### src/rtl/crop_pkg.sv
// crop_pkg: sequencer state encoding and default frame/crop geometry
package crop_pkg;
  typedef enum logic [2:0] {IDLE, LAUNCH, COLLECT, NEXT, DONE} crop_seq_state_t;
  localparam int IN_ROWS = 100;
  localparam int IN_COLS = 160;
  localparam int OUT_ROWS = 48;
  localparam int OUT_COLS = 48;
endpackage

### src/rtl/crop_res_reg.sv
// crop_res_reg: one-entry valid/ready holding register for the merged result stream
module crop_res_reg #(
  parameter int W = 16,
  parameter int UW = 2
) (
  input  logic          clk,
  input  logic          rst_n,
  input  logic          in_valid,
  output logic          in_ready,
  input  logic [W-1:0]  in_data,
  input  logic          in_last,
  input  logic [UW-1:0] in_user,
  output logic          out_valid,
  input  logic          out_ready,
  output logic [W-1:0]  out_data,
  output logic          out_last,
  output logic [UW-1:0] out_user
);
  logic          valid_q, valid_d, load;
  logic [W+UW:0] pay_q, pay_d;
  assign in_ready = !valid_q || out_ready;
  assign load = in_valid && in_ready;
  always_comb begin
    valid_d = load ? 1'b1 : out_ready ? 1'b0 : valid_q;
    pay_d = load ? {in_data, in_last, in_user} : pay_q;
  end
  always_ff @(posedge clk or negedge rst_n) begin
    if (!rst_n) begin
      valid_q <= 1'b0;
      pay_q <= '0;
    end else begin
      valid_q <= valid_d;
      pay_q <= pay_d;
    end
  end
  assign out_valid = valid_q;
  assign {out_data, out_last, out_user} = pay_q;
endmodule

### src/rtl/crop_sequencer.sv
// crop_sequencer: launches the crop datapath per window and merges its CNN channels into one result stream
module crop_sequencer #(
  parameter int PIXEL_BIT_WIDTH = 16,
  parameter int IN_ROWS = crop_pkg::IN_ROWS,
  parameter int IN_COLS = crop_pkg::IN_COLS,
  parameter int OUT_ROWS = crop_pkg::OUT_ROWS,
  parameter int OUT_COLS = crop_pkg::OUT_COLS,
  parameter int NUM_CROPS = 4,
  parameter int NUM_OUTPUTS = 5,
  parameter int YW = $clog2(IN_ROWS),
  parameter int XW = $clog2(IN_COLS),
  parameter int CW = NUM_CROPS > 1 ? $clog2(NUM_CROPS) : 1
) (
  input  logic                                   ap_clk,
  input  logic                                   ap_rst_n,
  input  logic                                   ap_start,
  output logic                                   ap_done,
  output logic                                   ap_idle,
  output logic                                   ap_ready,
  input  logic [NUM_CROPS*YW-1:0]                cfg_y1,
  input  logic [NUM_CROPS*XW-1:0]                cfg_x1,
  output logic                                   dp_start,
  input  logic                                   dp_done,
  output logic [YW-1:0]                          dp_y1,
  output logic [XW-1:0]                          dp_x1,
  input  logic [NUM_OUTPUTS*PIXEL_BIT_WIDTH-1:0] cnn_output_TDATA,
  input  logic [NUM_OUTPUTS-1:0]                 cnn_output_TVALID,
  output logic [NUM_OUTPUTS-1:0]                 cnn_output_TREADY,
  output logic [PIXEL_BIT_WIDTH-1:0]             res_TDATA,
  output logic                                   res_TVALID,
  input  logic                                   res_TREADY,
  output logic                                   res_TLAST,
  output logic [CW-1:0]                          res_TUSER,
  output logic                                   err_sticky
);
  import crop_pkg::*;
  localparam int SW = $clog2(NUM_OUTPUTS + 1);
  crop_seq_state_t            state_q, state_d;
  logic [CW-1:0]              crop_idx_q, crop_idx_d;
  logic [SW-1:0]              sel_q, sel_d;
  logic                       done_seen_q, done_seen_d, err_q, err_d;
  logic [NUM_CROPS*YW-1:0]    y1_q, y1_d;
  logic [NUM_CROPS*XW-1:0]    x1_q, x1_d;
  logic                       fits, accept, in_ready, all_in;
  logic [PIXEL_BIT_WIDTH-1:0] word;
  assign dp_y1 = y1_q[crop_idx_q*YW +: YW];
  assign dp_x1 = x1_q[crop_idx_q*XW +: XW];
  assign fits = 32'(dp_y1) + OUT_ROWS <= IN_ROWS && 32'(dp_x1) + OUT_COLS <= IN_COLS;
  assign ap_idle = state_q == IDLE;
  assign ap_ready = ap_idle && ap_start;
  assign ap_done = state_q == DONE;
  assign dp_start = state_q == LAUNCH && fits;
  assign err_sticky = err_q;
  // sel walks 0..NUM_OUTPUTS; at NUM_OUTPUTS no channel is offered while dp_done is awaited
  always_comb begin
    word = '0;
    cnn_output_TREADY = '0;
    for (int k = 0; k < NUM_OUTPUTS; k++) begin
      cnn_output_TREADY[k] = state_q == COLLECT && sel_q == SW'(k) && in_ready;
      word = sel_q == SW'(k) ? cnn_output_TDATA[k*PIXEL_BIT_WIDTH +: PIXEL_BIT_WIDTH] : word;
    end
  end
  assign accept = |(cnn_output_TVALID & cnn_output_TREADY);
  assign all_in = sel_q == SW'(NUM_OUTPUTS) || (accept && sel_q == SW'(NUM_OUTPUTS - 1));
  always_comb begin
    state_d = state_q;
    crop_idx_d = crop_idx_q;
    sel_d = sel_q;
    done_seen_d = done_seen_q;
    err_d = err_q;
    y1_d = y1_q;
    x1_d = x1_q;
    case (state_q)
      IDLE: if (ap_start) begin
        y1_d = cfg_y1;
        x1_d = cfg_x1;
        err_d = 1'b0;
        crop_idx_d = '0;
        state_d = LAUNCH;
      end
      LAUNCH: begin
        sel_d = '0;
        done_seen_d = 1'b0;
        err_d = err_q || !fits;
        state_d = fits ? COLLECT : NEXT;
      end
      COLLECT: begin
        sel_d = sel_q + SW'(accept);
        done_seen_d = done_seen_q || dp_done;
        state_d = all_in && done_seen_d ? NEXT : COLLECT;
      end
      NEXT: if (crop_idx_q != CW'(NUM_CROPS - 1)) begin
        crop_idx_d = crop_idx_q + 1'b1;
        state_d = LAUNCH;
      end else if (!res_TVALID) begin
        state_d = DONE;
      end
      default: state_d = IDLE;
    endcase
  end
  always_ff @(posedge ap_clk or negedge ap_rst_n) begin
    if (!ap_rst_n) begin
      state_q <= IDLE;
      crop_idx_q <= '0;
      sel_q <= '0;
      done_seen_q <= 1'b0;
      err_q <= 1'b0;
      y1_q <= '0;
      x1_q <= '0;
    end else begin
      state_q <= state_d;
      crop_idx_q <= crop_idx_d;
      sel_q <= sel_d;
      done_seen_q <= done_seen_d;
      err_q <= err_d;
      y1_q <= y1_d;
      x1_q <= x1_d;
    end
  end
  crop_res_reg #(.W(PIXEL_BIT_WIDTH), .UW(CW)) u_res (
    .clk(ap_clk),
    .rst_n(ap_rst_n),
    .in_valid(accept),
    .in_ready(in_ready),
    .in_data(word),
    .in_last(sel_q == SW'(NUM_OUTPUTS - 1)),
    .in_user(crop_idx_q),
    .out_valid(res_TVALID),
    .out_ready(res_TREADY),
    .out_data(res_TDATA),
    .out_last(res_TLAST),
    .out_user(res_TUSER)
  );
endmodule

### config.mk
export PLATFORM = sky130hd
export DESIGN_NAME = crop_sequencer
export DESIGN_NICKNAME = d
export VERILOG_FILES = /design/src/rtl/crop_pkg.sv /design/src/rtl/crop_res_reg.sv /design/src/rtl/crop_sequencer.sv
export SDC_FILE = /design/constraint.sdc
export NUM_CORES = 1
export LEC_CHECK = 0
export ABC_AREA = 1
export ABC_CLOCK_PERIOD_IN_PS = 2900
export CAP_MARGIN = 15
export CORE_MARGIN = 10
export CORE_UTILIZATION = 44
export CTS_BUF_LIST = sky130_fd_sc_hd__clkbuf_16
export DETAILED_ROUTE_END_ITERATION = 6
export PLACE_DENSITY = 0.81
export SETUP_SLACK_MARGIN = 0.02
export SLEW_MARGIN = 30
export SYNTH_ARGS = -nofsm -noshare
export SYNTH_HDL_FRONTEND = slang
export SYNTH_SLANG_ARGS = --single-unit
### constraint.sdc
create_clock -name ap_clk -period 2.9 [get_ports ap_clk]
set_clock_uncertainty 0.1 [all_clocks]
set_input_delay 0.435 -clock ap_clk [delete_from_list [all_inputs] [get_ports ap_clk]]
set_output_delay 0.435 -clock ap_clk [all_outputs]
set_load 0.02 [all_outputs]
After elaboration in Yosys (flattened, before gate mapping)
Cells that the tools add are included.

storage, ports and cells
  bits in registers = 90
  logic and storage cells = 85
  input bits = 150

operators by class
  bitwise operators = 1
  $add $sub $neg = 4
  multiply operators = 1
  order comparisons = 2
  muxes and demuxes = 20
  shift-type cells = 2
  reduce and logical (&&, ||, !) cells = 33
  equality and inequality tests = 13

operators by type and width
  operator               count
  $mux W16               5
  $shiftx A32 B6 Y8      1
  $shiftx A28 B6 Y7      1
  $logic_and A1 B1 Y1    16
  $eq A3 B2 Y1 const B   4
  $pmux W3 S4            1
  $add A8 B6 Y9 const B  1
  $eq A3 B3 Y1 const B   3
  $le A9 B8 Y1 const B   1
  $mux W3                3
  $add A7 B6 Y8 const B  1
  $le A8 B7 Y1 const B   1
  $reduce_bool A2 Y1     4
  $eq A3 B1 Y1 const B   2
  $logic_not A3 Y1       2
  $ne A2 B2 Y1 const B   3
  $pmux W3 S2            1
  $reduce_and A2 Y1      3
  $and A5 B5 Y5          1
  $mul A2 B3 Y5 const B  1
  $mux W1                5
  $reduce_or A5 Y1       1
  $logic_or A1 B1 Y1     4
  $mux W2                2
  other kinds (7)        9

Depth between registers and ports, before layout
  word-level depth = 10
  gate-level depth with buffers = 17
  mapped depth without buffers = 16

By module
Synthesis repeated with hierarchy kept, for this count alone.

second synthesis, totals
  cell total of the unflattened synthesis = 661
  area total of the unflattened synthesis = 4,875.9 um^2

modules (own cells, without submodules)
  module          instances  cells an instance  area each (um^2)
  crop_sequencer  1          574                4,062.6
  crop_res_reg    1          87                 813.3

Least setup slack after synthesis
OpenSTA, ideal clock, no wires.

  path kind = flip-flop to flip-flop
  from = register u_res.valid_q (netlist: u_res.out_valid)
  to = register sel_q[2]
  arrival = 2.269 ns
  path slack = 0.390 ns
  setup time = 0.141 ns
  cell stages (with the launch flop) = 15
  path buffers = 1
  cells stage by stage = dfrtp_1 -> inv_1 -> nor2_1 -> nor2_4 -> inv_4 -> nor3_1 -> nand2_1 -> nand2_2 -> nor3_4 -> inv_6 -> buf_12 -> ha_1 -> ha_1 -> xnor2_1 -> o22ai_1

between the ends
  cells in the longest elaborated chain, start to end = 7
  elaborated cells between the ends (all ways) = 11
  those cells by class = add/sub (1); mux (1); bitwise (1); reduce/logical (8)

ends and longest elaborated chain
  what                      line                   source
  start: declaration        crop_res_reg.sv:19     logic valid_q, valid_d, load;
  start signal: assignment  crop_res_reg.sv:32     valid_q <= valid_d;
  $logic_not A1 Y1          crop_res_reg.sv:21     assign in_ready = !valid_q || out_ready;
  $logic_or A1 B1 Y1        crop_res_reg.sv:21
  $logic_and A1 B1 Y1       crop_sequencer.sv:59   cnn_output_TREADY[k] = state_q == COLLECT && sel_q == SW'(k) && in_ready;
  via cnn_output_TREADY[3]  crop_sequencer.sv:28   output logic [NUM_OUTPUTS-1:0] cnn_output_TREADY,
  $and A5 B5 Y5             crop_sequencer.sv:63   assign accept = |(cnn_output_TVALID & cnn_output_TREADY);
  $reduce_or A5 Y1          crop_sequencer.sv:63
  $add A3 B1 Y3             crop_sequencer.sv:88   sel_d = sel_q + SW'(accept);
  $pmux W3 S2               crop_sequencer.sv:73   case (state_q)
  end signal: assignment    crop_sequencer.sv:113  sel_q <= sel_d;
  end: declaration          crop_sequencer.sv:40   logic [SW-1:0] sel_q, sel_d;

The timed path passes the listed nets, and every way through them passes these cells.
A chain may end at the register's enable or synchronous reset.

Worst setup path after layout
  from = register crop_idx_q[0]
  to = output port dp_start

between the ends
  cells in the longest elaborated chain, start to end = 6
  elaborated cells between the ends (all ways) = 9
  those cells by class = add/sub (2); mul (1); order compare (2); shift (2); reduce/logical (2)

ends and longest elaborated chain
  what                      line                   source
  start: declaration        crop_sequencer.sv:39   logic [CW-1:0] crop_idx_q, crop_idx_d;
  start signal: assignment  crop_sequencer.sv:112  crop_idx_q <= crop_idx_d;
  $mul A2 B3 Y5             crop_sequencer.sv:46   assign dp_y1 = y1_q[crop_idx_q*YW +: YW];
  $shiftx A28 B6 Y7         crop_sequencer.sv:46
  $add A7 B6 Y8             crop_sequencer.sv:48   assign fits = 32'(dp_y1) + OUT_ROWS <= IN_ROWS && 32'(dp_x1) + OUT_COLS <= IN_COLS;
  $le A8 B7 Y1              crop_sequencer.sv:48
  $logic_and A1 B1 Y1 (*)   crop_sequencer.sv:48
  $logic_and A1 B1 Y1 (*)   crop_sequencer.sv:52   assign dp_start = state_q == LAUNCH && fits;
  end: declaration          crop_sequencer.sv:22   output logic dp_start,

Every way passes the cells marked *; elsewhere a longest branch is shown, timed or not.

==> results by stage <==
Routing:
- For this block, the routed nets add up to about 16 mm of wire.
- After detailed routing, the number of vias per cell comes to ~5.1.
- The post-route antenna net violation count is 0.
- The remaining routing DRC violations is 0.
- The first-iteration detailed-routing DRC count is around 360.
- After detailed routing, the average wire length per cell comes to 16.3 um.
- The first detailed-routing pass ran for 5 iterations.
- The routed via count is roughly 5000.

Pwr:
- The cell internal power dissipation is between 4 and 5 mW.
- In this run the power spent charging and discharging nets is 3.12 mW.
- Of the total power, the share spent switching nets is 0.430.
- In this run the static leakage power is 3.53 nW.
- The share of total power dissipated in the clock network is 0.159.
- The design draws roughly 7.3 mW.
- Of the total power, combinational logic draws 0.540.
- Of the total power, registers draw 0.301.
- The ratio of total power to cell area is between 1000 and 1500 nW/um^2.
- IR analysis of the VDD net gives a maximum drop of roughly 0.50 mV.

Critical path:
- Across all register-to-register paths, the minimum setup slack is around 740 ps.
- The worst setup path is launched from a flip-flop.
- For the worst setup path, the data arrival time is 2130 ps.
- The largest individual stage delay along the critical path comes from the cell sky130_fd_sc_hd__dfrtp_1.
- STA puts the critical path data required time at 2370 ps.
- The endpoint identified for the worst register-to-register timing path is sel_q[2]$_DFFE_PN0N_.
- STA classifies the critical path endpoint as an output pin.
- Traced cell by cell, the critical path runs through buf_4 -> nand2_1 -> nand3_1 -> nand2_1 -> ha_1 -> inv_1 -> nor2_1 -> nand3_1 -> nand2_1 -> inv_1 -> nand2_1 -> nand2_1 -> nor2_2 -> buf_4.
- In this design, the critical path's most frequently occurring cell is sky130_fd_sc_hd__nand2_1.
- The maximum net fanout on the critical path is 10.
- Measured in cells, the most critical reg-to-reg path has a length of 14.
- In this run the critical register-to-register path is launched from u_res.out_valid$_DFFE_PN0P_.
- The stage delay of the slowest cell on the critical path is 400 ps.
- The kind of critical path is reg2out.

Clock tree:
- The number of setup buffers added after CTS is 0.
- The clock tree buffer depth is 2.
- The clock tree from TritonCTS is done.
- Counting every sink on the clock net gives 90.
- The clock-pin slew of the registers on the worst-case setup and hold paths is 60 ps.
- The cts-stage hold buffer count is 0.
- The clock latency reported for the late side of the worst-skew pair is ~350 ps.
- The CTS buffer count is 9.
- The post-CTS resize count is 4.
- The clock tree root buffer cell is sky130_fd_sc_hd__clkbuf_16.
- CTS built an H-tree with a depth of 3.

Synth:
- The post-synthesis async set-or-reset flop share is 1.00.
- Of the total synthesized cell area, the portion taken by full adders, half adders and majority gates is 0.0129.
- The compound-gate portion of the synthesized area was 0.0830.
- The register bit count reported by yosys is 90.
- The cell area after synthesis is approximately 4900 um^2.
- Of the total synthesized cell area, the portion taken by XOR and XNOR cells is 0.00181.
- The area share of the leading cell type in the synthesized netlist is 0.464.
- The largest family of logic cells by synthesized area is simple AND/OR/NAND/NOR gates.
- The total nets after synthesis is a little over 800.
- The part of the Yosys area used for sequential elements is 0.464.
- Measured against the total synthesized area, the mux share comes to 0.
- The simple-gate portion of the synthesized area is 0.369.
- The number of synthesized flops with an enable pin is 0.
- The netlist uses 36 different library cells.
- After synthesis, the mean cell area works out to ~7.4 um^2.
- After synthesis, the cell types taking the most area are sky130_fd_sc_hd__dfrtp_1 (46%), sky130_fd_sc_hd__nand2_1 (25%), sky130_fd_sc_hd__nand3_1 (5.1%), sky130_fd_sc_hd__a32o_1 (3.3%), sky130_fd_sc_hd__inv_1 (2.9%).
- Summed over all instances, the cell type with the most area after synthesis is sky130_fd_sc_hd__dfrtp_1.
- The dominant synthesized flop cell is sky130_fd_sc_hd__dfrtp_1.
- Synthesis handed over a netlist of 660 instances.
- The total number of yosys warnings is 0.

GRT:
- The number of global-route vias before repair was around 5300.
- For this run, the total global-route usage over all layers was measured as 0.206.
- After global routing the overflow that remains totals 0.
- The fraction of met1 tracks used by global routing is 0.237.
- The initial antenna violation count came to 0.
- The met2 layer usage reported by global route is 0.342.
- The largest net degree at the start of global routing is 68.
- The wire length of the first global-routing pass is between 20 and 30 mm.
- The global routing stage identified its most utilized layer as met2.
- For this run, global-route usage on met3 was measured as 0.0760.

Die:
- The total I/O pin count is 195.
- The die is roughly 130 um tall.
- The die covers 15600 um^2.
- The number of standard-cell rows in the floorplan is 38.
- The initial utilization of the core area, before any placement, comes to 0.448.
- The placeable core region is approximately 11000 um^2.
- The floorplan step set the die width to 125 um.

Finish:
- The finished layout holds 995 standard cells, fillers aside.
- The top cell types in the final layout, fill and taps aside, are sky130_fd_sc_hd__nand2_1 (328), sky130_fd_sc_hd__clkdlybuf4s50_1 (192), sky130_fd_sc_hd__dfrtp_1 (90).
- The fraction of final layout cells sized beyond drive strength 1 is 0.0865.
- The number of nets in the layout is 1005.
- The final non-filler cell area is about 7300 um^2.
- The library cell used most frequently in the layout, excluding fill and tap cells, is sky130_fd_sc_hd__nand2_1.
- Relative to the synthesized area, the layout overhead comes to 49.4%.
- The final core utilization is 0.669.
- The filler cell count in the final layout is between 800 and 900.
- 0 antenna diodes ended up in the layout.

STA:
- The final number of hold-violating endpoints was 0.
- The peak clock frequency supported by timing is about 0.38 GHz.
- The post-layout worst setup margin is about 240 ps.
- Headroom to the max-slew limit came out at 0.490.
- Setup total negative slack on the finished layout was measured at 0 ps.
- The transition at the pin with the smallest max-transition slack is 765 ps.
- For the finished layout, the period the worst path requires is approximately 2700 ps.
- The count of pins over their slew limit came to 0.
- Setup repair after global routing could not meet its margin everywhere.
- The period utilization is 0.917.
- The smallest hold slack is about 57 ps.
- The final setup violation count is 0.

Placement:
- The placed instances occupy a cell area of 6950 um^2.
- The worst slack at placement is 11.4 ps.
- The number of instances in the placed design is ~980.
- The weighted congestion reported at the end of routability-driven placement is about 0.9.
- During placement, the flow inserted port buffers numbering roughly 190.
- Detailed placement finished with a half-perimeter wire length of around 13 mm.

Run:
- Across the run, the number of max-cap violations was 0.

Hold path:
- In this run the worst hold path is classified as in2async.

Run status:
- The flow ran to the end, and the final reports show no timing, DRC or antenna violations.
[critical path, delay by kind of cell (launching register included)]
kind,cells,cell delay (ps)
DFF,1,400
adders and majority gates,1,150
and+or+nand+nor,9,820
buffers and inverters,4,400
[worst max-delay path by stage]
stage	start	end
floorplan	u_res.out_valid$_DFFE_PN0P_	sel_q[2]$_DFFE_PN0N_
global placement	crop_idx_q[1]$_DFFE_PN0P_	dp_start
detailed placement	crop_idx_q[1]$_DFFE_PN0P_	dp_start
CTS	crop_idx_q[0]$_DFFE_PN0P_	dp_start
global route	crop_idx_q[0]$_DFFE_PN0P_	dp_start
finish	crop_idx_q[0]$_DFFE_PN0P_	dp_start
[cells in the mapped netlist (2+ instances only)]
master                     count
sky130_fd_sc_hd__nand2_1     329
sky130_fd_sc_hd__nor3_1        3
sky130_fd_sc_hd__buf_1         3
sky130_fd_sc_hd__or2_2         2
sky130_fd_sc_hd__nand2_2      22
sky130_fd_sc_hd__a21oi_1      18
sky130_fd_sc_hd__o21ai_1       2
sky130_fd_sc_hd__nand3_1      49
sky130_fd_sc_hd__clkbuf_1     12
sky130_fd_sc_hd__inv_2         3
sky130_fd_sc_hd__dfrtp_1      90
sky130_fd_sc_hd__buf_4         3
sky130_fd_sc_hd__o21ai_0      18
sky130_fd_sc_hd__a32o_1       16
sky130_fd_sc_hd__nor2_1       16
sky130_fd_sc_hd__buf_2        11
sky130_fd_sc_hd__inv_1        37
sky130_fd_sc_hd__nor2_2        2
sky130_fd_sc_hd__ha_1          5
sky130_fd_sc_hd__o211ai_1      3
[cell families (layout without fill, tap and decap cells)]
logic type | count (synthesis) | after routing
DFF | 90 | 90
and+or+nand+nor | 429 | 429
buffers and inverters | 74 | 269
AOI/OAI and AO/OA | 61 | 61
xor gates and xnor gates | 1 | 1
adders and majority gates | 5 | 5
[power groups by stage]
stage | registers [mW] | clock network [mW] | logic (mW)
after floorplan | 2.24 | 0 | 2.27
after global placement | 2.18 | 0 | 3.80
after detailed placement | 2.18 | 0 | 3.92
after CTS | 2.18 | 1.17 | 3.95
after global routing | 2.25 | 1.22 | 4.37
final | 2.19 | 1.15 | 3.92
[layout make-up]
type / count / area, um^2 / area share
timing repair buffer: 210 / 2090 / 0.288
sequential: 90 / 2250 / 0.311
clock inverter: 7 / 61.3 / 0.00846
tap: 140 / 175 / 0.0242
clock buffer: 9 / 225 / 0.0311
inverter: 43 / 170 / 0.0235
multi-input combinational: 496 / 2280 / 0.315
[state kept, by name (all words and copies together) (netlist names)]
signal / cells
u_res.out_valid: 1
y1_q: 28
x1_q: 32
done_seen_q: 1
err_sticky: 1
state_q: 3
sel_q: 3
u_res.pay_q: 19
crop_idx_q: 2
[layer usage]
metal | vias up | wire length (um)
met2 | 236 | 7810
li1 | 2464 | -
met1 | 2338 | 6390
met4 | 0 | 360
met5 | - | 0
met3 | 28 | 1630
Note: power is estimated with default switching activity, not from simulation.
